`config.mk`:
```
export PLATFORM = sky130hd
export DESIGN_NAME = square_wave_period_meter
export DESIGN_NICKNAME = d
export VERILOG_FILES = /design/src/rtl/square_wave_period_meter.sv
export SDC_FILE = /design/constraint.sdc
export NUM_CORES = 1
export LEC_CHECK = 0
export BUFFER_PORTS_ARGS = -buffer_cell sky130_fd_sc_hd__buf_2
export CELL_PAD_IN_SITES_DETAIL_PLACEMENT = 1
export CELL_PAD_IN_SITES_GLOBAL_PLACEMENT = 1
export CORE_MARGIN = 2
export CORE_UTILIZATION = 46
export DETAILED_ROUTE_END_ITERATION = 12
export MAX_ROUTING_LAYER = met4
export PLACE_DENSITY_LB_ADDON = 0.1
export SYNTH_ARGS = -nofsm -noshare
export SYNTH_HDL_FRONTEND = slang
export SYNTH_SLANG_ARGS = --single-unit
```
`constraint.sdc`:
```
create_clock -name clk -period 3.6 [get_ports clk]
set_clock_uncertainty 0.15 [all_clocks]
set_input_delay 0.18 -clock clk [delete_from_list [all_inputs] [get_ports clk]]
set_output_delay 0.18 -clock clk [all_outputs]
set_load 0.01 [all_outputs]
```
`src/rtl/square_wave_period_meter.sv`:
```
// Square-wave period/high-time meter: Schmitt front end, edge counter,
// pending snapshot and a bit-serial restoring divider for frequency.
module square_wave_period_meter #(
  parameter int unsigned        CLOCK_RATE     = 50000000,
  parameter logic signed [15:0] TH_HIGH        = 16'sd10923,
  parameter logic signed [15:0] TH_LOW         = 16'sd5461,
  parameter int unsigned        TIMEOUT_CYCLES = 5000000
) (
  input  logic               clk,
  input  logic               I_RSTn,
  input  logic signed [15:0] in_wave,
  output logic [31:0]        period_cycles,
  output logic [31:0]        high_cycles,
  output logic [15:0]        freq_hz,
  output logic               valid,
  output logic               timeout
);

  typedef enum logic [1:0] {
    S_IDLE,
    S_DIV,
    S_DONE
  } state_t;

  state_t      state_q, state_d;
  logic        level_q, level_d;
  logic [31:0] cnt_q, cnt_d;
  logic [31:0] hcap_q, hcap_d;
  logic        fell_q, fell_d;
  logic        armed_q, armed_d;
  logic        tmo_q, tmo_d;
  logic        pend_v_q, pend_v_d;
  logic [31:0] pend_p_q, pend_p_d;
  logic [31:0] pend_h_q, pend_h_d;
  logic [31:0] div_q, div_d;
  logic [31:0] rem_q, rem_d;
  logic [31:0] quo_q, quo_d;
  logic [4:0]  bit_q, bit_d;
  logic [31:0] hact_q, hact_d;
  logic        disc_q, disc_d;
  logic [31:0] per_q, per_d;
  logic [31:0] hi_q, hi_d;
  logic [15:0] frq_q, frq_d;
  logic        vld_q, vld_d;

  logic        rise, fall, snap, tmo, take;
  logic [31:0] cnt_p1;
  logic [32:0] trial, diff;

  always_comb begin
    level_d = level_q;
    if (in_wave >= TH_HIGH) level_d = 1'b1;
    else if (in_wave <= TH_LOW) level_d = 1'b0;
    rise   = ~level_q & level_d;
    fall   = level_q & ~level_d;
    cnt_p1 = (cnt_q == '1) ? cnt_q : cnt_q + 32'd1;
    cnt_d  = rise ? 32'd0 : cnt_p1;
    hcap_d = fall ? cnt_p1 : hcap_q;
    fell_d = rise ? 1'b0 : (fall | fell_q);
    snap   = rise & armed_q;
    tmo    = armed_q & ~rise & (cnt_q == 32'(TIMEOUT_CYCLES - 1));
    take   = (state_q == S_IDLE) & pend_v_q & ~tmo;

    armed_d = rise | (armed_q & ~tmo);
    tmo_d   = rise ? 1'b0 : (tmo | tmo_q);

    // Single-entry pending slot: the newest snapshot always wins.
    pend_v_d = pend_v_q & ~take & ~tmo;
    pend_p_d = pend_p_q;
    pend_h_d = pend_h_q;
    if (snap) begin
      pend_v_d = 1'b1;
      pend_p_d = cnt_p1;
      pend_h_d = fell_q ? hcap_q : cnt_p1;
    end

    state_d = state_q;
    div_d   = div_q;
    rem_d   = rem_q;
    quo_d   = quo_q;
    bit_d   = bit_q;
    hact_d  = hact_q;
    disc_d  = disc_q | (tmo & (state_q != S_IDLE));
    per_d   = per_q;
    hi_d    = hi_q;
    frq_d   = frq_q;
    vld_d   = 1'b0;
    trial   = {rem_q, quo_q[31]};
    diff    = trial - {1'b0, div_q};

    unique case (state_q)
      S_IDLE: begin
        if (take) begin
          div_d   = pend_p_q;
          hact_d  = pend_h_q;
          rem_d   = 32'd0;
          quo_d   = 32'(CLOCK_RATE);
          bit_d   = 5'd0;
          disc_d  = 1'b0;
          state_d = S_DIV;
        end
      end
      S_DIV: begin
        if (!diff[32]) rem_d = diff[31:0];
        else           rem_d = trial[31:0];
        quo_d = {quo_q[30:0], ~diff[32]};
        bit_d = bit_q + 5'd1;
        if (bit_q == 5'd31) state_d = S_DONE;
      end
      S_DONE: begin
        state_d = S_IDLE;
        if (!disc_q && !tmo) begin
          per_d = div_q;
          hi_d  = hact_q;
          frq_d = (quo_q > 32'd65535) ? 16'hFFFF : quo_q[15:0];
          vld_d = 1'b1;
        end
      end
      default: state_d = S_IDLE;
    endcase

    if (tmo) begin
      per_d = 32'd0;
      hi_d  = 32'd0;
      frq_d = 16'd0;
      vld_d = 1'b1;
    end
  end

  always_ff @(posedge clk) begin
    if (!I_RSTn) begin
      state_q  <= S_IDLE;
      level_q  <= 1'b0;
      cnt_q    <= 32'd0;
      hcap_q   <= 32'd0;
      fell_q   <= 1'b0;
      armed_q  <= 1'b0;
      tmo_q    <= 1'b0;
      pend_v_q <= 1'b0;
      pend_p_q <= 32'd0;
      pend_h_q <= 32'd0;
      div_q    <= 32'd0;
      rem_q    <= 32'd0;
      quo_q    <= 32'd0;
      bit_q    <= 5'd0;
      hact_q   <= 32'd0;
      disc_q   <= 1'b0;
      per_q    <= 32'd0;
      hi_q     <= 32'd0;
      frq_q    <= 16'd0;
      vld_q    <= 1'b0;
    end else begin
      state_q  <= state_d;
      level_q  <= level_d;
      cnt_q    <= cnt_d;
      hcap_q   <= hcap_d;
      fell_q   <= fell_d;
      armed_q  <= armed_d;
      tmo_q    <= tmo_d;
      pend_v_q <= pend_v_d;
      pend_p_q <= pend_p_d;
      pend_h_q <= pend_h_d;
      div_q    <= div_d;
      rem_q    <= rem_d;
      quo_q    <= quo_d;
      bit_q    <= bit_d;
      hact_q   <= hact_d;
      disc_q   <= disc_d;
      per_q    <= per_d;
      hi_q     <= hi_d;
      frq_q    <= frq_d;
      vld_q    <= vld_d;
    end
  end

  assign period_cycles = per_q;
  assign high_cycles   = hi_q;
  assign freq_hz       = frq_q;
  assign valid         = vld_q;
  assign timeout       = tmo_q;

endmodule

```
# Yosys cells after proc, flatten, opt, wreduce, memory -nomap -nowiden
# Index checks and enable logic that the tools add are counted.
# totals
ff_bits,350
out_inout_bits,82
input_bits,18
wordCells,88
# op_classes
n_mux,21
n_reduce_logical,12
n_addsub,3
magnitude_cmp,3
n_bitwise,22
n_eq_ne,7
# op_table
cell,n
$mux 32,5
$pmux 32 s2,2
$sub 33x32->33,1
$add 32x1->32 const B,1
$eq 32x23->1 const B,1
$eq 32x32->1 const B,1
$gt 32x16->1 const B,1
$ge 16x15->1 const B,1
$le 16x14->1 const B,1
$mux 16,1
$and 1x1->1,11
$pmux 5 s2,1
$mux 1,8
$reduce_and 2->1,4
$not 1->1,7
$add 5x1->5 const B,1
$eq 5x5->1 const B,1
$mux 5,1
$mux 2,2
$ne 2x2->1 const B,2
$or 1x1->1,4
$pmux 2 s2,1
$reduce_bool 2->1,2
$reduce_or 2->1,2
5 further kinds,6

# Logic depth before layout (Yosys ltp)
# Gate-level depths: netlist of the first run.
# logic_depth
word_depth,13
depth_mapped,14

# Worst setup path before layout of the first run
# OpenSTA, ideal clock, no wires.
# synth_timing
path_kind,register to register
startpoint,register div_q[26]
endpoint,register rem_q[9]
arrival_time_ns,2.697
synth_period_minus_slack_ns,2.979
slack_ns,0.621
stages_incl_launch_ff,14
cell_sequence,dfxtp_1 -> inv_1 -> ha_1 -> clkbuf_1 -> o21ai_0 -> o21bai_1 -> a211oi_1 -> o31ai_1 -> mux2_1 -> nor4b_1 -> buf_4 -> mux2_2 -> nand2_1 -> a21oi_1
# synth_via
elab_chain_len,3
# synth_lines
element,line_no,rtl
from (decl),35,"logic [31:0] div_q, div_d;"
from (signal assigned),163,div_q <= div_d;
$sub 33x32->33,89,"diff = trial - {1'b0, div_q};"
$mux 32,104,if (!diff[32]) rem_d = diff[31:0];
$pmux 32 s2,91,unique case (state_q)
to (signal assigned),164,rem_q <= rem_d;
to (decl),36,"logic [31:0] rem_q, rem_d;"
# Every way passes these cells.
# A chain may end at the register's enable or synchronous reset.

# Final worst setup path of the first run
# layout_timing
startpoint,register quo_q[31]
endpoint,register rem_q[17]
# layout_via
elab_chain_len,3
# layout_lines
element,line_no,rtl
from (decl),37,"logic [31:0] quo_q, quo_d;"
from (signal assigned),165,quo_q <= quo_d;
$sub 33x32->33,89,
$mux 32,104,
$pmux 32 s2,91,
# Every way passes these cells.

==> results.toml, run 1 <==
[drt]
routed_wl_um = 43610
via_per_inst = 5.674
drc_errors = 0
vias = 12970
wire_per_inst_um = 19.09
drt_iter0_drc = 744
detail-route-antenna-nets = 0
dr.pass1.iters = 5

[timing]
hold_viol_final = 0
setup_viol = 0
slew_headroom = 0.4611
max_freq_mhz = 296.9
worst_pin_slew_ns = 0.8083
hold_ws_ns = 0.1376
period_minus_slack_ns = 3.368
post-route-period-util = 0.9355
drv_slew = 0

[worst_setup_path]
cp.arrival_ns = 3.61
ff2ff_setup_slack_ns = 0.23
worstPathMaxFanout = 11
setup.worst_path.class = "reg2reg"
crit_family = "adder cells"
crit_end = "rem_q[17]"
worstReg2RegStart = "quo_q[31]"
r2r_cells = 13
worstSetupStartpointType = "register"
worstPathRequired_ns = 3.84
worst-path-stages = 13
path_buf_inv = 3
startpoint = "quo_q[31]"
r2r-end = "rem_q[17]"
critPathMaxStageDelay_ns = 0.43
cp_slowest_cell = "fa_1"
path_cells = "inv_1 > ha_1 > fa_1 > nor2b_2 > o2111ai_1 > a21o_1 > nand3_1 > a2111oi_2 > nor4b_2 > bufbuf_16 > buf_4 > mux2i_1 > o21ai_0"
critPathCaptureType = "register"

[layout]
final_common_cell = "nand2_1"
antenna_cells = 0
register_area_sq_um = 7007
multi_input_area_sq_um = 7149
fill_cells = 3783
drive_above_1_share = 0.1322
final_cell_mix = "366 x nand2_1, 350 x dfxtp_1, 207 x a21oi_1, 150 x nor2_1, 99 x buf_2"
stdcell_count = 2285
area_growth_syn_to_layout_pct = 15.30
finalNetCount = 1913

[grt]
grt_util_met2 = 0.4512
antenna_found_initial = 0
grt.busiest_layer = "met2"
track_usage = 0.2676
grt_overflow = 0
grt_pass1_wl_um = 70620
grt.met1_usage = 0.3387
grt_max_degree = 150
grtUsageMet3 = 0.02734
grt_pass1_vias = 13370

[clocking]
tritoncts = "yes"
clockBufferDepth = 3
cts_root_buffer = "clkbuf_16"
cts_num_sinks = 350
cts_buffers = 38
clk_pin_slew_ns = 0.06
clock_latency_ns = 0.52
htreeDepth = 2

[outcome]
status = "completed"

[floorplanning]
fp.dieH_um = 183.5
num_rows = 65
die_area_sq_um = 33660
start_util = 0.4683
die_width_um = 183.5
boundaryPins = 100
core_sq_um = 31640

[pwr]
leakagePower_uw = 0.006528
power.share.clock = 0.437
seq_power_share = 0.461
p_per_area_nw_per_um2 = 504.5
p_int_uw = 6496
vdd_drop_max_uv = 318.4
comb_power_share = 0.102
p_sw_frac = 0.2462
switching_power_uw = 2122

[yosys]
synthFlopType = "dfxtp_1"
netlist_instances = 1785
yosysUniqueCellTypes = 72
synth_edf_count = 0
ys_warn_count = 0
synth_area_per_cell_sq_um = 8.299
synthesis.area_sq_um = 14810
synth_fp_nets = 1839
synth-seq-cells = 350
async_flop_share = 0
yosysSeqAreaShare = 0.4730

[placed_design]
portBuffers = 99
hpwlAfterDp_um = 29810
routabilityCongestion = 0.9055
post-place-cells = 2216

[job]
max_cap_violations = 0

[hold_path]
hp-class = "in2reg"
==> stage by stage <==
stage	total power [uW]	setup TNS [ns]	util	setup WS [ns]	area (sq um)
4_1_cts	8632	0	0.5383	0.1657	17030
5_1_grt	8943	-0.03519	0.5399	-0.01953	17080
2_1_floorplan	4649	0	-	0.6211	14810
3_5_place_dp	4875	0	0.4999	0.1683	15820
6_report	8618	0	0.5399	0.2320	17080
3_3_place_gp	4854	0	0.4999	0.3007	15820
==> power by group through the flow <==
| stage | logic, uW | registers [uW] | clock network (uW) |
|---|---|---|---|
| after CTS | 822 | 3980 | 3830 |
| after floorplan | 600 | 4050 | 0 |
| after global placement | 796 | 4060 | 0 |
| after global routing | 957 | 3980 | 4000 |
| final | 875 | 3980 | 3770 |
| after detailed placement | 814 | 4060 | 0 |
==> logic make-up (layout without fill, tap and decap cells) <==
group | count (synthesis) | count (layout) | share of synthesized area
buf+inv | 165 | 263 | 0.04763
fa+ha+maj | 36 | 36 | 0.03091
compound gates | 462 | 462 | 0.1963
xor+xnor | 60 | 60 | 0.03547
flops | 350 | 350 | 0.4730
mux | 20 | 20 | 0.01368
simple gates | 692 | 692 | 0.2030
==> what timing repair did <==
action | CTS | global route
setup endpoints to repair | 0 | 16
setup buffers | 0 | 1
hold endpoints to repair | 3 | 0
gates resized for setup | 0 | 7
hold buffers | 3 | 0
==> layout make-up <==
class                           count  share of cell area
Multi-Input combinational cell   1270              0.4185
Sequential cell                   350              0.4102
Clock buffer                       57             0.06512
Timing Repair Buffer              156             0.06277
Tap cell                          402             0.02945
Inverter                           43            0.009596
Clock inverter                      7            0.004322
==> sequential cells by signal, summed over array words and instances, names as in the netlist <==
| register | cells |
|---|---|
| hcap_q | 32 |
| valid | 1 |
| cnt_q | 32 |
| period_cycles | 32 |
| fell_q | 1 |
| state_q | 2 |
| pend_h_q | 32 |
| level_q | 1 |
| timeout | 1 |
| quo_q | 32 |
| high_cycles | 32 |
| pend_v_q | 1 |
| div_q | 32 |
| pend_p_q | 32 |
| rem_q | 32 |
| bit_q | 5 |
| disc_q | 1 |
| armed_q | 1 |
| hact_q | 32 |
| freq_hz | 16 |
==> synth_stat cells (all sizes together), types with 3 or more instances <==
master / count / area, sq um
o21ai: 64 / 324.1
buf: 39 / 232.7
inv: 41 / 153.9
a21o: 17 / 127.6
a31o: 5 / 43.79
nor3b: 3 / 27.52
and4: 5 / 43.79
clkbuf: 83 / 311.6
and3: 17 / 106.4
and2: 7 / 43.79
nand3b: 3 / 22.52
nand2b: 6 / 37.54
a22o: 22 / 192.7
o211ai: 17 / 127.6
a211o: 3 / 26.28
nand4: 19 / 118.9
o221a: 12 / 135.1
ha: 35 / 437.9
a22oi: 4 / 30.03
nand3: 36 / 185.2
o221ai: 7 / 61.31
o21bai: 6 / 45.04
a211oi: 67 / 513.0
xor2: 34 / 297.8
o21a: 6 / 52.55
a21oi: 207 / 1036
xnor2: 26 / 227.7
nor2: 153 / 581.8
dfxtp: 350 / 7007
nor4: 14 / 93.84
a31oi: 8 / 50.05
mux2i: 18 / 180.2
o31ai: 4 / 30.03
nor2b: 9 / 56.30
nand2: 369 / 1388
nor3: 39 / 200.2
==> worst register-to-register path, stage by stage, from the launching register on <==
cell and delay, ns:
dfxtp_1 0.37, inv_1 0.06, ha_1 0.25, fa_1 0.43, nor2b_2 0.16, o2111ai_1 0.16, a21o_1 0.20, nand3_1 0.15
a2111oi_2 0.10, nor4b_2 0.34, bufbuf_16 0.35, buf_4 0.17, mux2i_1 0.23, o21ai_0 0.10
==> routing by layer <==
layer  up-vias  wire, um
li1       6316         -
met2       180     21230
met4         0      1304
met3        86      1152
met1      6383     19930
met5         -         0
==> how the worst min path moves through the flow <==
| stage | start | endpoint | slack [ns] | cells past startpoint |
|---|---|---|---|---|
| finish | in_wave[14] | armed_q | 0.14 | 6 |
| floorplan | in_wave[15] | level_q | 0.21 | 2 |
| global placement | period_cycles[25] | period_cycles[25] | 0.29 | 2 |
| CTS | in_wave[14] | armed_q | 0.12 | 6 |
| detailed placement | period_cycles[27] | period_cycles[27] | 0.29 | 2 |
| global route | in_wave[14] | armed_q | 0.16 | 6 |
(Power assumes the default switching activity.)
==> run 2: changes to the inputs <==
Settings changed: CTS_BUF_LIST set to sky130_fd_sc_hd__clkbuf_16.
==> run 2 against run 1 <==
  * Count of clock-buffer cells in the layout fell by 19
  * Via count decreased by 0.42%
  * Sequential power barely moved
  * Die area stayed put
  * Cell count barely moved
  * Sequential share of layout area rose by 0.26 points
  * Total power is 2.8% lower
  * Fmax barely moved
  * Critical path depth shrank 1
  * Worst hold slack got worse by 0.0019 ns
  * First-iteration DRC count shrank 2.0%
  * Combinational power decreased by 3.0%
  * Critical endpoint unchanged
==> results.toml, run 2 (synthesized netlist as in run 1, its figures left out) <==
[hold_path]
hp-class = "in2reg"
hold_depth = 6
min_from = "in_wave[14]"
hold_path_end = "armed_q"

[clocking]
clk_pin_slew_ns = 0.06
clockBufferDepth = 3
htreeDepth = 2
clock_latency_ns = 0.52
cts_num_sinks = 350
cts_buffers = 38
cts_setup_buffers = 0
tritoncts = "yes"
cts_root_buffer = "clkbuf_16"

[layout]
drive_above_1_share = 0.1260
antenna_cells = 0
final_cell_mix = "366 x nand2_1, 350 x dfxtp_1, 207 x a21oi_1, 150 x nor2_1, 99 x buf_2"
final_util = 0.5365
area_growth_syn_to_layout_pct = 14.58
finalNetCount = 1911
fill_cells = 3789
final_common_cell = "nand2_1"

[drt]
drt_iter0_drc = 729
vias = 12910
wire_per_inst_um = 18.98
via_per_inst = 5.655
dr.pass1.iters = 5
detail-route-antenna-nets = 0
drc_errors = 0
routed_wl_um = 43340

[grt]
grt_max_degree = 150
track_usage = 0.2664
grt_pass1_vias = 13330
antenna_found_initial = 0
grt_pass1_wl_um = 70390
grt_overflow = 0

[pwr]
total_power_uw = 8373
p_per_area_nw_per_um2 = 493.3
p_int_uw = 6260
leakagePower_uw = 0.006507
switching_power_uw = 2113
vdd_drop_max_uv = 336.5
power.share.clock = 0.424
seq_power_share = 0.475
p_sw_frac = 0.2523
comb_power_share = 0.101

[worst_setup_path]
worstPathRequired_ns = 3.84
r2r_cells = 12
cp_slowest_cell = "ha_1"
path_cells = "inv_1 > ha_1 > o21ai_0 > o21bai_1 > a211oi_1 > o31ai_2 > mux2_1 > nor4b_2 > bufbuf_16 > buf_4 > mux2i_1 > o21ai_0"
r2r-end = "rem_q[17]"
worstSetupStartpointType = "register"
path_common_cell = "o21ai_0"
cp.arrival_ns = 3.60
critPathCaptureType = "register"
worstPathMaxFanout = 21
critPathMaxStageDelay_ns = 0.41
ff2ff_setup_slack_ns = 0.23
setup.worst_path.class = "reg2reg"
startpoint = "div_q[26]"
worstReg2RegStart = "div_q[26]"

[placed_design]
portBuffers = 99
hpwlAfterDp_um = 29810
routabilityCongestion = 0.9055

[outcome]
status = "completed"

[job]
max_cap_violations = 0

[timing]
post-route-period-util = 0.9348
slew_headroom = 0.4613
setup_viol = 0
rsz0062_at_grt = "false"
hold_viol_final = 0
drv_slew = 0
worst_pin_slew_ns = 0.8080
max_freq_mhz = 297.2
period_minus_slack_ns = 3.365
setup_tns_ns = 0

[floorplanning]
die_area_sq_um = 33660
boundaryPins = 100
die_width_um = 183.5
start_util = 0.4683
core_sq_um = 31640
num_rows = 65
fp.dieH_um = 183.5
run 2: metal layers:
metal  vias up  global-route usage  part of all wire
li1       6320                   -                 -
met1      6349              0.3373              0.46
met2       170              0.4506              0.49
met3        71             0.02655             0.026
met4         0             0.08224             0.028
met5         -                   -                 0
run 2: how the worst max path moves through the flow:
stage,endpoint,cells after the start
floorplan,rem_q[9],13
global placement,rem_q[9],12
detailed placement,rem_q[4],12
CTS,rem_q[17],12
global route,rem_q[13],12
finish,rem_q[17],12
run 2: metrics by stage:
| stage | worst slack, ns | instance area (sq um) | hold WS [ns] | instances |
|---|---|---|---|---|
| after floorplan | 0.6211 | 14810 | 0.2086 | 1785 |
| after global placement | 0.3007 | 15820 | 0.2901 | 2216 |
| after detailed placement | 0.1683 | 15820 | 0.2946 | 2216 |
| after CTS | 0.1565 | 16940 | 0.1137 | 2283 |
| after global routing | 0.0004827 | 16970 | 0.1630 | 2283 |
| final | 0.2349 | 16970 | 0.1356 | 2283 |
run 2: power groups by stage:
| stage | logic (uW) | clock network, uW | registers (uW) |
|---|---|---|---|
| 4_1_cts | 822 | 3610 | 3980 |
| 3_3_place_gp | 796 | 0 | 4060 |
| 2_1_floorplan | 600 | 0 | 4050 |
| 5_1_grt | 928 | 3770 | 3980 |
| 6_report | 849 | 3550 | 3980 |
| 3_5_place_dp | 814 | 0 | 4060 |
run 2: repair_timing:
action                     CTS  global route
hold buffers                 3             0
setup endpoints to repair    0            17
resized for setup            0             6
hold endpoints to repair     5             0
run 2: final cells by class:
class,count,area [sq um],share of cell area
inverters,43,163.9,0.009656
well taps,402,503.0,0.02963
clock buffers,38,950.9,0.05602
clock inverters,26,145.1,0.008551
repair buffers,154,1057,0.06229
multi-input cells,1270,7147,0.4211
flip-flops and latches,350,7007,0.4128
run 2: critical path: cells and delay by family, from the launching register on:
family	cells	cell delay (ns)
compound gates	5	0.80
buf+inv	3	0.62
mux	2	0.61
fa+ha+maj	1	0.41
flops	1	0.35
simple gates	1	0.28
